`src/rtl/alu_arbiter.sv`:
```
// alu_arbiter: shares one external combinational ALU between two requesters, each with a one-entry result buffer.
// Define ALU_ARB_FIXED_PRIO_EN for fixed priority with a requester-1 starvation guard; default is round-robin.
module alu_arbiter #(
  parameter int unsigned STARVE_MAX = 3
) (
  input  logic        clk,
  input  logic        rst,
  input  logic        r0_valid,
  input  logic [31:0] r0_a,
  input  logic [31:0] r0_b,
  input  logic [3:0]  r0_aluc,
  output logic        r0_ready,
  output logic        resp0_valid,
  output logic [31:0] resp0_r,
  output logic [3:0]  resp0_flags,
  input  logic        resp0_ack,
  input  logic        r1_valid,
  input  logic [31:0] r1_a,
  input  logic [31:0] r1_b,
  input  logic [3:0]  r1_aluc,
  output logic        r1_ready,
  output logic        resp1_valid,
  output logic [31:0] resp1_r,
  output logic [3:0]  resp1_flags,
  input  logic        resp1_ack,
  output logic [31:0] alu_a,
  output logic [31:0] alu_b,
  output logic [3:0]  alu_aluc,
  input  logic [31:0] alu_r,
  input  logic        alu_zero,
  input  logic        alu_carry,
  input  logic        alu_negative,
  input  logic        alu_overflow
);

  if (STARVE_MAX < 1 || STARVE_MAX > 15) begin : g_starve_max_check
    $error("alu_arbiter: STARVE_MAX must be in 1..15");
  end

  // Handshake: an operation transfers in a cycle where rN_valid && rN_ready; rN_ready
  // is only offered when the buffer is empty or is being acked in that same cycle.
  logic elig0, elig1;
  logic gnt0, gnt1;
  logic [3:0] alu_flags;

  assign elig0 = r0_valid & (~resp0_valid | resp0_ack);
  assign elig1 = r1_valid & (~resp1_valid | resp1_ack);
  assign alu_flags = {alu_zero, alu_carry, alu_negative, alu_overflow};

`ifdef ALU_ARB_FIXED_PRIO_EN
  localparam logic [3:0] STARVE_LIM = 4'(STARVE_MAX);
  logic [3:0] starve_q;

  always_comb begin
    gnt0 = 1'b0;
    gnt1 = 1'b0;
    if (!rst) begin
      gnt1 = elig1 & (~elig0 | (starve_q == STARVE_LIM));
      gnt0 = elig0 & ~gnt1;
    end
  end

  always_ff @(posedge clk or posedge rst) begin
    if (rst) begin
      starve_q <= 4'd0;
    end else if (!r1_valid || gnt1) begin
      starve_q <= 4'd0;
    end else if (elig1 && gnt0) begin
      starve_q <= starve_q + 4'd1;
    end
  end
`else
  // last_q names the requester granted most recently; reset to 1 so requester 0 wins first.
  logic last_q;

  always_comb begin
    gnt0 = 1'b0;
    gnt1 = 1'b0;
    if (!rst) begin
      gnt1 = elig1 & (~elig0 | ~last_q);
      gnt0 = elig0 & ~gnt1;
    end
  end

  always_ff @(posedge clk or posedge rst) begin
    if (rst) begin
      last_q <= 1'b1;
    end else if (gnt0 || gnt1) begin
      last_q <= gnt1;
    end
  end
`endif

  assign r0_ready = gnt0;
  assign r1_ready = gnt1;

  always_comb begin
    alu_a    = 32'd0;
    alu_b    = 32'd0;
    alu_aluc = 4'd0;
    if (gnt0) begin
      alu_a    = r0_a;
      alu_b    = r0_b;
      alu_aluc = r0_aluc;
    end else if (gnt1) begin
      alu_a    = r1_a;
      alu_b    = r1_b;
      alu_aluc = r1_aluc;
    end
  end

  // A grant on the same edge as an ack refills the buffer, so capture wins over clear.
  always_ff @(posedge clk or posedge rst) begin
    if (rst) begin
      resp0_valid <= 1'b0;
      resp0_r     <= 32'd0;
      resp0_flags <= 4'd0;
    end else if (gnt0) begin
      resp0_valid <= 1'b1;
      resp0_r     <= alu_r;
      resp0_flags <= alu_flags;
    end else if (resp0_ack) begin
      resp0_valid <= 1'b0;
    end
  end

  always_ff @(posedge clk or posedge rst) begin
    if (rst) begin
      resp1_valid <= 1'b0;
      resp1_r     <= 32'd0;
      resp1_flags <= 4'd0;
    end else if (gnt1) begin
      resp1_valid <= 1'b1;
      resp1_r     <= alu_r;
      resp1_flags <= alu_flags;
    end else if (resp1_ack) begin
      resp1_valid <= 1'b0;
    end
  end

endmodule

```
`config.mk`:
```
export PLATFORM = sky130hd
export DESIGN_NAME = alu_arbiter
export DESIGN_NICKNAME = d
export VERILOG_FILES = /design/src/rtl/alu_arbiter.sv
export SDC_FILE = /design/constraint.sdc
export NUM_CORES = 1
export LEC_CHECK = 0
export ABC_CLOCK_PERIOD_IN_PS = 10050
export CORE_MARGIN = 10
export CORE_UTILIZATION = 36
export DETAILED_ROUTE_END_ITERATION = 10
export GPL_TIMING_DRIVEN = 1
export PLACE_DENSITY = 0.84
export SYNTH_ARGS = -nofsm -noshare
export SYNTH_HDL_FRONTEND = slang
export SYNTH_SLANG_ARGS = --single-unit
```
`constraint.sdc`:
```
create_clock -name clk -period 10.05 [get_ports clk]
set_input_delay 1.5075 -clock clk [delete_from_list [all_inputs] [get_ports clk]]
set_output_delay 1.5075 -clock clk [all_outputs]
set_load 0.05 [all_outputs]
```
Word-level counts from Yosys, hierarchy flattened
Index checks and enable logic that the tools add are counted.
Widths: inputs -> output; s select.

storage, ports and cells
  word-level logic and storage cells = 34
  flip-flop bits (word level) = 75
  input port bits = 178
  output and inout bits = 144

cells by class
  reductions and logical operators = 3
  muxes and demuxes = 12
  bitwise logic cells = 12

operators with widths
  operator           count
  $mux 32            4
  $mux 4             2
  $mux 1             6
  $not 1->1          5
  $and 1x1->1        4
  $reduce_bool 2->1  2
  $or 1x1->1         3
  $logic_or 1x1->1   1

Depth between registers and ports, before layout
Gate-level depths: netlist (run 1).

  depth in word-level cells = 10
  depth in mapped cells = 7
  mapped depth without buffers = 4

Least setup slack after synthesis (run 1)
No wires, ideal clock.

  path type = in2out
  from = in rst
  to = out alu_b[22]
  buffers on the path = 1
  data required time = 8,543 ps
  path slack = 3,312 ps
  stages = 4
  arrival = 5,230 ps
  cells stage by stage = clkinv_1 > clkbuf_1 > nand2_1 > o21ai_0

on the way
  cells in the longest elaborated chain, start to end = 3
  elaborated cells between the ends (all ways) = 4
  those cells by class = mux (4)

ends and longest elaborated chain
  element          line  source
  start, declared  7     input logic rst,
  $mux 1           79    if (!rst) begin
  $mux 32          105   end else if (gnt1) begin
  $mux 32 (*)      101   if (gnt0) begin
  end, declared    27    output logic [31:0] alu_b,

Every way passes the cells marked *; elsewhere a longest branch is shown, timed or not.

Final worst setup path (run 1)
  from = in rst
  to = out alu_b[30]

Same word-level chain as after synthesis.

==> flow_metrics.env, run 1 <==
export IMPL_final_cell_mix="321 x clkdlybuf4s50_1, 74 x dfrtp_1, 71 x o21ai_0, 70 x nand2_1, 68 x nand3_1"
export IMPL_slowest_stage="clkdlybuf4s50_1"
export IMPL_wl_per_cell_um=21.2
export IMPL_final_common_cell="clkdlybuf4s50_1"
export IMPL_synth_area_top_cells="dfrtp_1 45%, mux2_4 17%, o21ai_0 8.6%"
export IMPL_startpoint_type="input port"
export IMPL_synth_cell_types=21
export IMPL_antenna_found_initial=1
export IMPL_cts_max_path_buffers=2
export IMPL_fmax_ghz=0.160
export IMPL_io_pins=322
export IMPL_drt_iter0_drc=205
export IMPL_die_w_um=127
export IMPL_sw_frac_of_total=0.432
export IMPL_clock_sinks=75
export IMPL_globalRouteTotalUtil=0.208
export IMPL_cts_htree_levels=3
export IMPL_p_switching_mw=0.691
export IMPL_place_gp_congestion=0.897
export IMPL_dieArea_um2=16100
export IMPL_period_share=0.622
export IMPL_tns_ns=0
export IMPL_share_comb_of_total_power=0.528
export IMPL_synth_net_count=580
export IMPL_dp_hpwl_mm=14.1
export IMPL_synth_area_leader_cell="dfrtp_1"
export IMPL_grt_pass1_wl_mm=26.8
export IMPL_power_density_nw_per_um2=209
export IMPL_grt_max_degree=127
export IMPL_tritoncts="built"
export IMPL_avgViaCountPerCell=5.04
export IMPL_wl_mm=18.1
export IMPL_ys_ff_latch=75
export IMPL_dp_slack_ns=3.73
export IMPL_port_buffers=321
export IMPL_regArea_um2=1880
export IMPL_cts_resized=0
export IMPL_cts_hold_buf=0
export IMPL_relSlewSlack=0.334
export IMPL_worst_path_buf_inv=4
export IMPL_die_height_um=127
export IMPL_rsz0062_at_grt="false"
export IMPL_fillers=821
export IMPL_arrival_ns=4.74
export IMPL_crit_chain="clkdlybuf4s50_1 > inv_4 > buf_4 > nand2_1 > o21ai_0 > clkdlybuf4s50_1"
export IMPL_num_rows=39
export IMPL_clkSlewWorstSetupHoldPaths_ns=0.06
export IMPL_final_cells=851
export IMPL_num_vias=4286
export IMPL_hold_violations=0
export IMPL_dr_pass1_iters=7
export IMPL_min_period_ns=6.25
export IMPL_postSynthAreaPerCell_um2=10.3
export IMPL_postRouteAntennaNets=0
export IMPL_cts_buffers=9
export IMPL_setup_viol=0
export IMPL_grt_overflow_total=0
export IMPL_root_buffer="clkbuf_16"
export IMPL_skew_ns=0.00487
export IMPL_design_area_um2=7670
export IMPL_critPathKind="input port to output pin"
export IMPL_cts_setup_buffers=0
export IMPL_critPathTopFamily="buffers and inverters"
export IMPL_cp_end_kind="output pin"
export IMPL_remaining_drc_errors=0
export IMPL_drive_above_1_share=0.141
export IMPL_intPower_mw=0.908
export IMPL_status="finished, final reports clean"
export IMPL_start_util=0.364
export IMPL_power_frac_clock=0.202
export IMPL_ir_worst_vdd_uv=181
export IMPL_dp_cells=834
export IMPL_cap_violations=0
export IMPL_p_leak_nw=3.12
export IMPL_coreArea_um2=11300
export IMPL_grt_pass1_vias=4544
export IMPL_clk_latency_ns=0.33
export IMPL_synth_area_um2=4130
export IMPL_place_area_um2=7360
export IMPL_tightest_slew_ns=0.999
export IMPL_seq_power_share=0.270
export IMPL_final_nets=880
export IMPL_hp_class="flip-flop to flip-flop"
export IMPL_setup_ws_ns=3.80
export IMPL_multi_input_area_um2=2050
export IMPL_syn_inst=402
export IMPL_worstPathMaxFanout=76
export IMPL_synth_top_area_share=0.449
export IMPL_synth_seq_area_share=0.455
export IMPL_yosys_warnings=0
export IMPL_cp_required_ns=8.54
export IMPL_crit_top_cell="clkdlybuf4s50_1"
export IMPL_area_delta_synth_final_pct=85.9
export IMPL_max_stage_delay_ns=0.85
export IMPL_slew_violations=0
## cell families (layout without fill, tap and decap cells)
kind of cell / after synthesis / in the layout / share of synthesized area
and+or+nand+nor: 144 / 144 / 0.163
buffers and inverters: 38 / 343 / 0.0506
DFF: 75 / 75 / 0.455
AOI/OAI and AO/OA: 73 / 73 / 0.0913
other: 0 / 1 / 0
muxes: 72 / 72 / 0.239
## per-stage QoR
step,total power [mW],hold slack (ns),utilization
2_1_floorplan,0.954,0.491,-
3_3_place_gp,1.26,0.488,0.651
3_5_place_dp,1.28,0.491,0.651
4_1_cts,1.61,0.509,0.677
5_1_grt,1.66,0.526,0.677
6_report,1.60,0.508,0.677
## cells in the mapped netlist, drive strengths merged
| library cell | count |
|---|---|
| nand3 | 68 |
| inv | 1 |
| nor2 | 2 |
| mux2 | 72 |
| nor2b | 1 |
| nand2 | 70 |
| clkinv | 1 |
| dfrtp | 74 |
| nand2b | 3 |
| o211ai | 1 |
| dfstp | 1 |
| o21ai | 72 |
| buf | 23 |
| clkbuf | 13 |
## power by group through the flow
| stage | Combinational, mW | Clock, mW | Sequential (mW) |
|---|---|---|---|
| floorplan | 0.252 | 0 | 0.701 |
| global placement | 0.835 | 0 | 0.428 |
| detailed placement | 0.846 | 0 | 0.431 |
| CTS | 0.850 | 0.327 | 0.431 |
| global route | 0.878 | 0.341 | 0.440 |
| finish | 0.845 | 0.324 | 0.431 |
## worst reg2reg max path, stage by stage, from the launching register on
cell and delay, ns:
dfrtp_1 0.35, nor2b_4 0.23, o211ai_4 0.20, nor2_8 0.70
mux2_2 0.45
## per-layer routing
metal  vias up  global-route usage  wire, µm
li1       1999                   -         -
met1      2033               0.219      6550
met2       230               0.358      9080
met3        24               0.103      2090
met4         0              0.0610       373
met5         -                   0         0
## flip-flops by register name, summed over array words and instances (netlist names)
name / cells
resp0_valid: 1
last_q: 1
resp1_valid: 1
resp0_r: 32
resp0_flags: 4
resp1_flags: 4
resp1_r: 32
## path summary, 6_finish.rpt
path | startpoint | endpoint | slack [ns] | cells after the start
setup reg to reg | resp0_valid | resp1_flags[0] | 8.00 | 4
max in group asynchronous | rst | resp0_r[29] | 6.84 | 3
min in group asynchronous | rst | resp1_valid | 1.87 | 2
hold / removal | resp0_r[30] | resp0_r[30] | 0.51 | 1
hold reg to reg | resp0_r[30] | resp0_r[30] | 0.51 | 1
setup / recovery | rst | alu_b[30] | 3.80 | 6
## area by class of cell
type / count / area share
Tap cell: 143 / 0.0233
Sequential cell: 75 / 0.245
Clock buffer: 10 / 0.0312
Timing Repair Buffer: 325 / 0.423
Inverter: 2 / 0.00131
Antenna cell: 1 / 0.000326
Multi-Input combinational cell: 289 / 0.268
Clock inverter: 6 / 0.00832
(Power assumes the default switching activity.)
==> run 2: changes to the inputs <==
ABC_CLOCK_PERIOD_IN_PS = 6100   (was 10050)
CORE_UTILIZATION = 34   (was 36)
PLACE_DENSITY = 0.8   (was 0.84)
clock period = 6.1 ns   (was 10.05 ns; I/O delays follow)
==> flow_metrics.env, run 2 (synthesized netlist as in run 1, its figures left out) <==
export IMPL_setup_viol=0
export IMPL_drive_above_1_share=0.141
export IMPL_wl_met2_mm=9.54
export IMPL_tritoncts="built"
export IMPL_globalRouteTotalUtil=0.201
export IMPL_rsz0062_at_grt="false"
export IMPL_root_buffer="clkbuf_16"
export IMPL_reg2reg_to="resp1_flags[0]"
export IMPL_grt_pass1_vias=4362
export IMPL_share_comb_of_total_power=0.531
export IMPL_worstPathMaxFanout=68
export IMPL_design_area_um2=7690
export IMPL_wl_per_cell_um=21.4
export IMPL_place_area_um2=7390
export IMPL_slew_violations=0
export IMPL_setup_ws_ns=1.57
export IMPL_io_pins=322
export IMPL_max_stage_delay_ns=0.89
export IMPL_critPathTopFamily="buffers and inverters"
export IMPL_final_common_cell="clkdlybuf4s50_1"
export IMPL_cts_max_path_buffers=2
export IMPL_startpoint_type="input port"
export IMPL_grt_pass1_wl_mm=26.2
export IMPL_regToRegStartpoint="resp0_valid"
export IMPL_hp_class="flip-flop to flip-flop"
export IMPL_relSlewSlack=0.459
export IMPL_sw_frac_of_total=0.428
export IMPL_coreArea_um2=12000
export IMPL_area_delta_synth_final_pct=86.5
export IMPL_seq_power_share=0.269
export IMPL_worstRegToRegCells=6
export IMPL_hold_violations=0
export IMPL_p_switching_mw=1.12
export IMPL_wl_met3_mm=2.08
export IMPL_crit_chain="clkdlybuf4s50_1 > nand2b_4 > nor2_4 > buf_4 > nand3_1 > o21ai_0 > clkdlybuf4s50_1"
export IMPL_critPathKind="input port to output pin"
export IMPL_grt_max_degree=140
export IMPL_final_nets=881
export IMPL_wl_mm=18.4
export IMPL_die_height_um=130
export IMPL_top_layer_used="met5"
export IMPL_avgViaCountPerCell=5.05
export IMPL_dr_pass1_iters=4
export IMPL_dp_slack_ns=1.54
export IMPL_grt_overflow_total=0
export IMPL_reg2reg_setup_slack_ns=3.93
export IMPL_cts_setup_buffers=0
export IMPL_cp_end_kind="output pin"
export IMPL_tns_ns=0
export IMPL_cts_htree_levels=3
export IMPL_port_buffers=321
export IMPL_period_share=0.742
export IMPL_cp_depth=7
export IMPL_dp_hpwl_mm=14.6
export IMPL_largestRegisters="resp0_r (32), resp1_r (32)"
export IMPL_cp_endpoint="alu_aluc[3]"
export IMPL_final_cell_mix="321 x clkdlybuf4s50_1, 74 x dfrtp_1, 71 x o21ai_0, 70 x nand2_1, 68 x nand3_1"
export IMPL_clkSlewWorstSetupHoldPaths_ns=0.05
export IMPL_cts_resized=0
export IMPL_power_frac_clock=0.200
export IMPL_cts_hold_buf=0
export IMPL_ir_worst_vdd_uv=306
export IMPL_power_density_nw_per_um2=341
export IMPL_num_vias=4331
export IMPL_tightest_slew_ns=0.812
export IMPL_clk_latency_ns=0.33
export IMPL_worst_path_buf_inv=3
export IMPL_fmax_ghz=0.221
export IMPL_remaining_drc_errors=0
export IMPL_cp_required_ns=5.18
export IMPL_clock_sinks=75
export IMPL_intPower_mw=1.50
export IMPL_crit_top_cell="clkdlybuf4s50_1"
export IMPL_die_w_um=130
export IMPL_place_gp_congestion=0.851
export IMPL_arrival_ns=3.61
export IMPL_num_rows=40
export IMPL_cap_violations=0
export IMPL_antenna_found_initial=4
export IMPL_skew_ns=0.00720
export IMPL_p_leak_nw=3.14
export IMPL_wl_met1_mm=6.36
export IMPL_dieArea_um2=16900
export IMPL_status="finished, final reports clean"
export IMPL_cp_startpoint="rst"
export IMPL_postRouteAntennaNets=0
export IMPL_drt_iter0_drc=192
export IMPL_slowest_stage="clkdlybuf4s50_1"
export IMPL_start_util=0.345
export IMPL_min_period_ns=4.53
export IMPL_cts_buffers=9
[run 2: changes by cell type in the layout (fill, tap and decap cells not counted), sizes merged]
| cell | delta |
|---|---|
| diode | +2 |
| inv | -1 |
| clkinvlp | -1 |
| clkinv | +1 |
| buf | +1 |
| clkbuf | +1 |
[run 2: how the worst min path moves through the flow]
stage	start	endpoint	slack, ns	cells past startpoint
floorplan	last_q	last_q	0.49	2
global placement	resp0_r[27]	resp0_r[27]	0.49	1
detailed placement	resp0_r[11]	resp0_r[11]	0.49	1
CTS	resp0_r[30]	resp0_r[30]	0.51	1
global route	resp0_r[15]	resp0_r[15]	0.52	1
finish	resp0_r[24]	resp0_r[24]	0.51	1
[run 2: through the flow]
step | std cells | power [mW] | utilization | hold slack, ns
after global placement | 839 | 2.08 | 0.618 | 0.488
after detailed placement | 839 | 2.11 | 0.618 | 0.491
after CTS | 855 | 2.64 | 0.642 | 0.506
after global routing | 858 | 2.72 | 0.643 | 0.518
after floorplan | 402 | 1.57 | - | 0.491
final | 858 | 2.62 | 0.643 | 0.506
[run 2: final cells by class]
cell class,instances,area [µm²]
fillers,941,4270
repair buffers,326,3260
multi-input cells,289,2050
flip-flops and latches,75,1880
clock buffers,11,243
well taps,147,184
clock inverters,5,52.6
inverters,2,10.0
diodes,3,7.51
[run 2: routing by layer]
layer  vias up  GRT usage
met5         -          0
met4         2     0.0642
met3        24     0.0933
met2       220      0.366
met1      2081      0.198
li1       2004          -
[run 2: power groups by stage]
stage / clock, mW / sequential [mW] / combinational [mW]
after CTS: 0.533 / 0.707 / 1.40
after detailed placement: 0 / 0.708 / 1.40
after global placement: 0 / 0.702 / 1.38
after global routing: 0.555 / 0.722 / 1.44
after floorplan: 0 / 1.16 / 0.416
final: 0.523 / 0.706 / 1.39
